**src/rtl/fetch.sv**
```systemverilog
// Instruction fetch unit: credit-limited word requests into an in-order,
// first-word-fall-through queue, with redirect flush and stale-response drop.
module fetch #(
    parameter logic [31:0] RESET_PC = 32'h0000_0000,
    parameter int          DEPTH    = 2
) (
    input  logic        clk,
    input  logic        resetn,
    output logic        imem_req_valid,
    input  logic        imem_req_ready,
    output logic [31:0] imem_req_addr,
    input  logic        imem_rsp_valid,
    input  logic [31:0] imem_rsp_data,
    input  logic        redirect,
    input  logic [31:0] redirect_pc,
    output logic        dec_valid,
    input  logic        dec_ready,
    output logic [31:0] dec_pc,
    output logic [31:0] dec_insn
);
    localparam int            PW      = $clog2(DEPTH);
    localparam int            CW      = PW + 1;
    localparam logic [CW-1:0] DEPTH_C = CW'(DEPTH);

    logic          run_q, run_d;
    logic [31:0]   pc_q, pc_d;
    logic [31:0]   rsp_pc_q, rsp_pc_d;
    logic [CW-1:0] count_q, count_d;
    logic [CW-1:0] inflight_q, inflight_d;
    logic [CW-1:0] drop_q, drop_d;
    logic [PW-1:0] rd_ptr_q, rd_ptr_d;
    logic [PW-1:0] wr_ptr_q, wr_ptr_d;
    logic [31:0]   buf_pc_q   [DEPTH];
    logic [31:0]   buf_pc_d   [DEPTH];
    logic [31:0]   buf_insn_q [DEPTH];
    logic [31:0]   buf_insn_d [DEPTH];

    logic          req_fire;
    logic          push;
    logic          pop;
    logic [31:0]   redirect_pc_al;

    // Credit is counted on registered state only, so dec_ready never reaches imem_*.
    always_comb begin
        redirect_pc_al = redirect_pc & ~32'h3;
        imem_req_valid = run_q && !redirect && ((count_q + inflight_q) < DEPTH_C);
        imem_req_addr  = pc_q;
        req_fire       = imem_req_valid && imem_req_ready;
        dec_valid      = (count_q != '0);
        pop            = dec_valid && dec_ready;
        push           = imem_rsp_valid && (drop_q == '0) && !redirect;
        dec_pc         = dec_valid ? buf_pc_q[rd_ptr_q]   : 32'h0;
        dec_insn       = dec_valid ? buf_insn_q[rd_ptr_q] : 32'h0;
    end

    always_comb begin
        run_d      = 1'b1;
        pc_d       = pc_q;
        rsp_pc_d   = rsp_pc_q;
        drop_d     = drop_q;
        rd_ptr_d   = rd_ptr_q;
        wr_ptr_d   = wr_ptr_q;
        buf_pc_d   = buf_pc_q;
        buf_insn_d = buf_insn_q;

        inflight_d = inflight_q + CW'(req_fire) - CW'(imem_rsp_valid);
        count_d    = count_q + CW'(push) - CW'(pop);

        if (req_fire) begin
            pc_d = pc_q + 32'd4;
        end
        if (imem_rsp_valid && (drop_q != '0)) begin
            drop_d = drop_q - CW'(1);
        end
        if (push) begin
            buf_pc_d[wr_ptr_q]   = rsp_pc_q;
            buf_insn_d[wr_ptr_q] = imem_rsp_data;
            wr_ptr_d             = wr_ptr_q + PW'(1);
            rsp_pc_d             = rsp_pc_q + 32'd4;
        end
        if (pop) begin
            rd_ptr_d = rd_ptr_q + PW'(1);
        end

        // Everything still outstanding after this cycle belongs to the old path.
        if (redirect) begin
            pc_d     = redirect_pc_al;
            rsp_pc_d = redirect_pc_al;
            drop_d   = inflight_q - CW'(imem_rsp_valid);
            count_d  = '0;
            rd_ptr_d = '0;
            wr_ptr_d = '0;
        end
    end

    always_ff @(posedge clk or negedge resetn) begin
        if (!resetn) begin
            run_q      <= 1'b0;
            pc_q       <= RESET_PC;
            rsp_pc_q   <= RESET_PC;
            count_q    <= '0;
            inflight_q <= '0;
            drop_q     <= '0;
            rd_ptr_q   <= '0;
            wr_ptr_q   <= '0;
        end else begin
            run_q      <= run_d;
            pc_q       <= pc_d;
            rsp_pc_q   <= rsp_pc_d;
            count_q    <= count_d;
            inflight_q <= inflight_d;
            drop_q     <= drop_d;
            rd_ptr_q   <= rd_ptr_d;
            wr_ptr_q   <= wr_ptr_d;
        end
    end

    always_ff @(posedge clk) begin
        buf_pc_q   <= buf_pc_d;
        buf_insn_q <= buf_insn_d;
    end

    assert property (@(posedge clk) disable iff (!resetn)
                     !(push && !pop && (count_q == DEPTH_C)));

endmodule
```
**config.mk**
```make
export PLATFORM = sky130hd
export DESIGN_NAME = fetch
export DESIGN_NICKNAME = d
export VERILOG_FILES = /design/src/rtl/fetch.sv
export SDC_FILE = /design/constraint.sdc
export NUM_CORES = 1
export LEC_CHECK = 0
export ABC_AREA = 1
export BUFFER_PORTS_ARGS = -buffer_cell sky130_fd_sc_hd__buf_4
export CORE_MARGIN = 4
export CORE_UTILIZATION = 50
export DETAILED_ROUTE_END_ITERATION = 10
export HOLD_SLACK_MARGIN = 0.02
export PLACE_DENSITY = 0.75
export SYNTH_ARGS = -nofsm -noshare
export SYNTH_HDL_FRONTEND = slang
export SYNTH_SLANG_ARGS = --single-unit
export TNS_END_PERCENT = 50
```
**constraint.sdc**
```tcl
create_clock -name clk -period 8 [get_ports clk]
set_input_delay 0.4 -clock clk [delete_from_list [all_inputs] [get_ports clk]]
set_output_delay 0.4 -clock clk [all_outputs]
set_load 0.005 [all_outputs]
```
==> summary.txt, run 1 <==
Run status
  • Run status: completed

STA
  • Crit path time final: ~3500 ps
  • Part of the cycle the worst path needs: 43.57%
  • RSZ-0062 raised after global routing: false
  • Slew Viols, Final: 0
  • Final hold violations: 0
  • Clk_skew: approximately 12 ps
  • Worst Hold Margin: between 70 and 80 ps
  • Post-Route Setup TNS: 0 ps
  • Slew HR: around 27%
  • Worst-margin pin slew: 1093 ps
  • # setup viols final: 0
  • FMAX: 286.9 MHz

Critical path
  • Critical R2R Launch: drop_q[0]$_DFFE_PN0P_
  • Maximum fanout along the worst path: 33
  • FF-to-FF setup slack: between 4000 and 5000 ps
  • Arrival time of the worst setup path: approximately 3600 ps
  • CP Data Required Time: ~8100 ps
  • Crit path capture type: flip-flop
  • CP startpoint: drop_q[0]$_DFFE_PN0P_
  • Crit path kind: reg2reg
  • Worst-case reg-to-reg path depth: 7
  • Reg2reg end: buf_pc_q[56]$_DFFE_PP_
  • CP startpoint kind: flip-flop

Synth
  • Synth async-reset ratio: a little over a third
  • Synthesized cell area: between 9000 and 10000 µm²
  • Post-synthesis compound-gate area fraction: 7.757%
  • Post-Synthesis Cells: 1052
  • Dominant synthesized flop cell: edfxtp_1
  • Post-synthesis xor/xnor area fraction: between 1.5 and 2%
  • Sequential fraction of the synthesis area: between 50% and 60%
  • Ys Warns: 0
  • Flops & latches, synth: about 190
  • Yosys cell types: 39
  • Synth Area in Adders: roughly 1.1%
  • Largest family of logic cells by synthesized area: simple AND/OR/NAND/NOR gates
  • Post-synth EDFFs: ~120
  • Simple-Gate Fraction of Synth Area: about a quarter
  • Multiplexer share of the synthesized area: 0%
  • Syn Area/Cell: approximately 8.9 µm²

Clock network
  • Skew-Pair Late Insertion Delay: 440 ps
  • PostCTS Resize Cnt: 0
  • Root Buffer: clkbuf_16
  • TritonCTS clock tree: built
  • Num CTS Buffers: 17
  • Hold_buf cts: 0
  • CTS Buffer Depth: 2
  • TritonCTS Sinks: a little under 200
  • Clk pin slew, worst setup/hold paths: around 80 ps
  • Postcts setup bufs: 0
  • CTS H-tree depth: 4

Detailed routing
  • DRT antenna net count: 0
  • Wire length per cell: between 15 and 20 µm
  • Iteration-0 DRC count of the detailed router: about 570
  • Drt first pass iters: 5
  • Final wirelength: between 20 and 25 mm
  • Vias per cell: roughly 5.3
  • Number of remaining DRC errors: 0
  • Via count: approximately 7700

Finish
  • Antenna cells: 0
  • Area growth from synthesis to layout: 20.79%
  • Filler Cell Count: between 1500 and 2000
  • Layout Nets: between 1000 and 1500
  • Share of cells above drive strength 1: about a fifth
  • Sequential Area: around 5500 µm²
  • Most frequent cells in the layout: nand2_1 (371), buf_4 (165), edfxtp_1 (124), inv_1 (83)
  • Commonest non-fill, non-tap cell in the layout: nand2_1
  • Multi-input logic area: between 3000 and 4000 µm²

Floorplanning
  • Total Die Area: between 20000 and 25000 µm²
  • Row count: 49
  • Initial Utilization: approximately half
  • Die height: 145.0 µm
  • I/O Pins: 168
  • Die width: 145.0 µm
  • CORE AREA: roughly 18000 µm²

Placement
  • DP Wirelength: between 15 and 20 mm
  • Placer Congestion: 0.9057
  • Number of buffers inserted by port buffering: roughly 160

Global route
  • Grt ovf: 0
  • Overall Global Routing Usage: 22.47%
  • First-pass GRT wire length: 38.30 mm
  • Largest net degree at the start of global routing: 70
  • Number of global-route vias before repair: 7398
  • Initial antenna violation count: 0

Pwr
  • Sequential Power Share: 45.6%
  • Logic pwr share: roughly 26%
  • PwrDens: around 260 nW/µm²
  • Leak Pwr: around 4.9 nW
  • Clock power share: 28.5%
  • Max IR drop VDD: 156.6 µV
  • Net switching power: 0.0009806 W
  • Int Pwr: slightly below 0.002 W
  • Switching part of the total power: between 30 and 40%

Job
  • Max cap viols: 0

Min path
  • Class of the worst hold path: in2async
metal layers:
layer	global-route usage, %	share of wire [%]
met1	32.04	45
met2	35.40	47
met3	4.646	6.6
met4	6.176	1.6
met5	0	0
cell type report:
| class | instances | area share [%] |
|---|---|---|
| clock inverter | 14 | 1.335 |
| timing repair buffer | 165 | 10.92 |
| multi-input combinational | 736 | 30.39 |
| inverter | 89 | 2.968 |
| tap | 229 | 2.527 |
| clock buffer | 18 | 3.785 |
| sequential | 193 | 48.07 |
worst max path at each step:
stage	endpoint	slack (ps)	cells past startpoint
final	buf_pc_q[56]$_DFFE_PP_	4510	7
after floorplan	buf_insn_q[32]$_DFFE_PP_	3780	6
after global routing	buf_pc_q[57]$_DFFE_PP_	4280	7
after global placement	buf_pc_q[58]$_DFFE_PP_	4550	7
after CTS	buf_pc_q[57]$_DFFE_PP_	4480	7
after detailed placement	buf_pc_q[58]$_DFFE_PP_	4510	7
registers in the layout (all words and copies together) (netlist names):
signal	count
buf_insn_q	64
buf_pc_q	60
count_q	2
inflight_q	2
run_q	1
drop_q	2
imem_req_addr	30
rd_ptr_q	1
wr_ptr_q	1
rsp_pc_q	30
kinds of logic (layout without fill, tap and decap cells):
logic type / after synthesis / in the layout
AOI/OAI and AO/OA: 134 / 134
xor gates and xnor gates: 18 / 18
adders and majority gates: 8 / 8
buffers and inverters: 126 / 286
DFF: 193 / 193
other: 2 / 5
and+or+nand+nor: 571 / 571
worst max-delay path, stage by stage (launching register included):
cell	delay, ps
dfrtp_1	360
inv_1	90
ha_1	230
nand2_1	150
nor2_4	400
clkinv_1	490
nor2_4	850
buf_4	540
per-stage QoR:
stage / utilization [%] / instance area [µm²] / power [W] / cells / worst slack, ps
floorplan: - / 9399 / 0.001768 / 1055 / 3777
global placement: 59.09 / 10760 / 0.002093 / 1412 / 4554
detailed placement: 59.09 / 10760 / 0.002119 / 1412 / 4508
CTS: 62.28 / 11340 / 0.002951 / 1444 / 4480
global route: 62.28 / 11340 / 0.003107 / 1444 / 4280
finish: 62.28 / 11340 / 0.002935 / 1444 / 4514
cells in the mapped netlist (3+ instances only):
| cell type | n | share of area [%] |
|---|---|---|
| xor2_1 | 13 | 1.2 |
| edfxtp_1 | 124 | 40 |
| o211ai_1 | 7 | 0.56 |
| nor2_2 | 5 | 0.33 |
| nand4_1 | 11 | 0.73 |
| o221ai_1 | 3 | 0.28 |
| clkbuf_1 | 18 | 0.72 |
| ha_1 | 8 | 1.1 |
| or2_2 | 3 | 0.20 |
| dfrtp_1 | 69 | 18 |
| o21ai_0 | 34 | 1.8 |
| nor2_4 | 7 | 0.84 |
| o21bai_1 | 8 | 0.64 |
| buf_4 | 5 | 0.40 |
| inv_1 | 83 | 3.3 |
| buf_2 | 7 | 0.37 |
| nand2_2 | 6 | 0.40 |
| nor3_1 | 8 | 0.43 |
| buf_6 | 3 | 0.36 |
| nor2_1 | 75 | 3.0 |
| xnor2_1 | 5 | 0.47 |
| a21oi_1 | 77 | 4.1 |
| buf_1 | 4 | 0.16 |
| nand2_1 | 371 | 15 |
| nand3_1 | 77 | 4.1 |
| inv_2 | 4 | 0.16 |
power by group through the flow:
stage	Sequential [W]	Combinational [W]	Clock, W
2_1_floorplan	0.00132	0.000450	0
3_3_place_gp	0.00135	0.000745	0
3_5_place_dp	0.00136	0.000764	0
4_1_cts	0.00134	0.000768	0.000847
5_1_grt	0.00136	0.000861	0.000889
6_report	0.00134	0.000760	0.000836
Power figures use the tool's default switching activity.
==> inputs of run 2 (changes only) <==
Settings changed: PLACE_DENSITY 0.75 to 0.78.
Clock period 8 ns to 2.85 ns, I/O delays scaled along.
==> summary.txt, run 2 (same netlist as run 1, synthesis figures left out) <==
Pwr
  • Sequential Power Share: 45.0% (-0.6 points)
  • Max IR drop VDD: 500.7 µV (+220%)
  • Int Pwr: 0.005545 W (+180%)
  • Net switching power: 0.002791 W (+180%)
  • Clock power share: 28.1% (-0.4 points)
  • Leak Pwr: 5.150 nW (+5.2%)
  • Logic pwr share: 26.9% (+1.0 points)
  • PwrDens: 697.8 nW/µm² (+170%)
  • Switching part of the total power: 33.48% (+0.070 points)
  • Tot Pwr: 0.008336 W (+180%)

Clock network
  • Skew-Pair Late Insertion Delay: 440 ps (about the same)
  • CTS H-tree depth: 4 (unchanged)
  • TritonCTS Sinks: 193 (unchanged)
  • Num CTS Buffers: 17 (unchanged)
  • Clk pin slew, worst setup/hold paths: 70 ps (about the same)
  • TritonCTS clock tree: built
  • CTS Buffer Depth: 2 (unchanged)
  • PostCTS Resize Cnt: 0 (unchanged)
  • Hold_buf cts: 54 (+54)
  • Root Buffer: clkbuf_16
  • Postcts setup bufs: 0 (unchanged)

Detailed routing
  • Final wirelength: 24.24 mm (+3.4%)
  • Wire length per cell: 16.13 µm (-0.69%)
  • Vias per cell: 5.291 (-1.1%)
  • Drt first pass iters: 5 (unchanged)
  • Number of remaining DRC errors: 0 (unchanged)
  • Iteration-0 DRC count of the detailed router: 504 (-12%)
  • DRT antenna net count: 0 (unchanged)
  • Via count: 7953 (+3.0%)

Critical path
  • Most Frequent Cell on Critical Path: ha_1
  • Maximum fanout along the worst path: 9 (-73%)
  • Buffers and inverters on the worst path: 3 (unchanged)
  • CP startpoint kind: flip-flop
  • Slowest library cell on the worst path: ha_1
  • Slowest stage delay, CP: 420 ps (-430 ps)
  • Crit path depth: 10 (+3)
  • CP Data Required Time: 3160 ps (-4920 ps)
  • Top Family by Delay on Critical Path: adder cells
  • Crit path kind: reg2reg
  • Critical R2R Launch: drop_q[0]$_DFFE_PN0P_
  • FF-to-FF setup slack: 640 ps (-3870 ps)
  • CP startpoint: drop_q[0]$_DFFE_PN0P_
  • Worst-case reg-to-reg path depth: 10 (+3)
  • Critical path endpoint: count_q[1]$_DFF_PN0_
  • Reg2reg end: count_q[1]$_DFF_PN0_
  • Crit path capture type: flip-flop
  • Crit path cell chain: inv_1 > ha_1 > nand2_1 > nor2_4 > clkinv_1 > ha_1 > inv_1 > ha_1 > xor2_1 > nor2_1
  • Arrival time of the worst setup path: 2520 ps (-1050 ps)

Global route
  • Largest net degree at the start of global routing: 70 (unchanged)
  • First-pass GRT wire length: 39.42 mm (+2.9%)
  • Number of global-route vias before repair: 7647 (+3.4%)
  • Grt ovf: 0 (unchanged)
  • Overall Global Routing Usage: 23.00% (+0.54 points)
  • Initial antenna violation count: 0 (unchanged)

Finish
  • Commonest non-fill, non-tap cell in the layout: nand2_1
  • Top Registers: buf_insn_q x64, buf_pc_q x60
  • Share of cells above drive strength 1: 18.45% (-0.57 points)
  • Final non-filler cell area: 11950 µm² (+5.4%)
  • Max reg flops: 64 (unchanged)
  • Filler Cell Count: 1398 (-7.8%)
  • Layout Nets: 1339 (+4.6%)
  • Antenna cells: 0 (unchanged)
  • Most flops, register: buf_insn_q
  • Most frequent cells in the layout: nand2_1 (371), buf_4 (168), edfxtp_1 (124), inv_1 (83)
  • Core Util, Final: 65.61% (+3.3 points)
  • Area growth from synthesis to layout: 27.26%

Floorplanning
  • Initial Utilization: 51.56% (unchanged)
  • CORE AREA: 18210 µm² (unchanged)
  • I/O Pins: 168 (unchanged)
  • Row count: 49 (unchanged)
  • Die width: 145.0 µm (unchanged)
  • Die height: 145.0 µm (unchanged)
  • Total Die Area: 21030 µm² (unchanged)

STA
  • RSZ-0062 raised after global routing: false
  • Final worst slack: 642.9 ps (-3871 ps)
  • Part of the cycle the worst path needs: 77.44% (+34 points)
  • Slew HR: 38.29% (+11 points)
  • Crit path time final: 2207 ps (-1279 ps)
  • # setup viols final: 0 (unchanged)
  • Worst Hold Margin: 28.73 ps (-50.80 ps)
  • Slew Viols, Final: 0 (unchanged)
  • FMAX: 453.1 MHz (+58%)
  • Final hold violations: 0 (unchanged)
  • Worst-margin pin slew: 925.6 ps (-167.6 ps)
  • Clk_skew: 10.59 ps (-1.803 ps)

Placement
  • Number of buffers inserted by port buffering: 161 (unchanged)
  • DP Wirelength: 16.02 mm (about the same)
  • Area after DPL: 10820 µm² (+0.58%)
  • Pre-CTS WS: 692.7 ps (-3816 ps)
  • Placer Congestion: 0.9290 (+2.6%)

Job
  • Max cap viols: 0 (unchanged)

Min path
  • Class of the worst hold path: in2reg
  • Hold path cells: 5

Run status
  • Run status: completed
[run 2: cell count changes in the layout (fill, tap and decap cells not counted), moves of 2 or more]
cell	before	now
dlygate4sd3_1	0	54
buf_12	0	2
buf_4	165	168
clkinv_1	1	3
[run 2: stage by stage]
step	setup TNS (ps)	std cells
after floorplan	-41910	1055
after global placement	0	1417
after detailed placement	0	1417
after CTS	0	1503
after global routing	0	1503
final	0	1503
[run 2: per-layer routing]
metal	vias up	wire [µm]	GRT usage [%]
met4	0	406	7.173
met5	-	0	0
met2	315	11190	35.99
met3	31	1998	5.332
met1	3727	10650	32.32
li1	3880	-	-
[run 2: worst min-delay path by stage]
stage,start,endpoint,slack (ps)
final,redirect_pc[30],imem_req_addr[30]$_DFFE_PN0P_,30
after global routing,redirect_pc[5],rsp_pc_q[5]$_DFFE_PN0P_,60
after CTS,redirect_pc[5],rsp_pc_q[5]$_DFFE_PN0P_,20
after detailed placement,resetn,imem_req_addr[28]$_DFFE_PN0P_,330
after global placement,resetn,imem_req_addr[28]$_DFFE_PN0P_,330
after floorplan,resetn,count_q[0]$_DFF_PN0_,-150
[run 2: area by class of cell]
class                   count  area, µm²  share of cell area, %
inverters                  89      336.6                  2.817
multi-input cells         736       3446                  28.84
clock buffers              17      425.4                  3.561
clock inverters            15      158.9                  1.330
repair buffers            224       1842                  15.42
well taps                 229      286.5                  2.398
flip-flops and latches    193       5451                  45.63
[run 2: worst reg2reg max path, delay by kind of cell (launching register included)]
family        cells  cell delay [ps]
fa+ha+maj         3              800
flops             1              360
simple gates      3              310
xor+xnor          1              150
buf+inv           3              470
[run 2: power by group through the flow]
stage	Clock (W)	Sequential, W	Combinational [W]
3_5_place_dp	0	0.00379	0.00217
3_3_place_gp	0	0.00378	0.00211
6_report	0.00234	0.00375	0.00224
2_1_floorplan	0	0.00370	0.00126
5_1_grt	0.00248	0.00380	0.00251
4_1_cts	0.00236	0.00374	0.00224
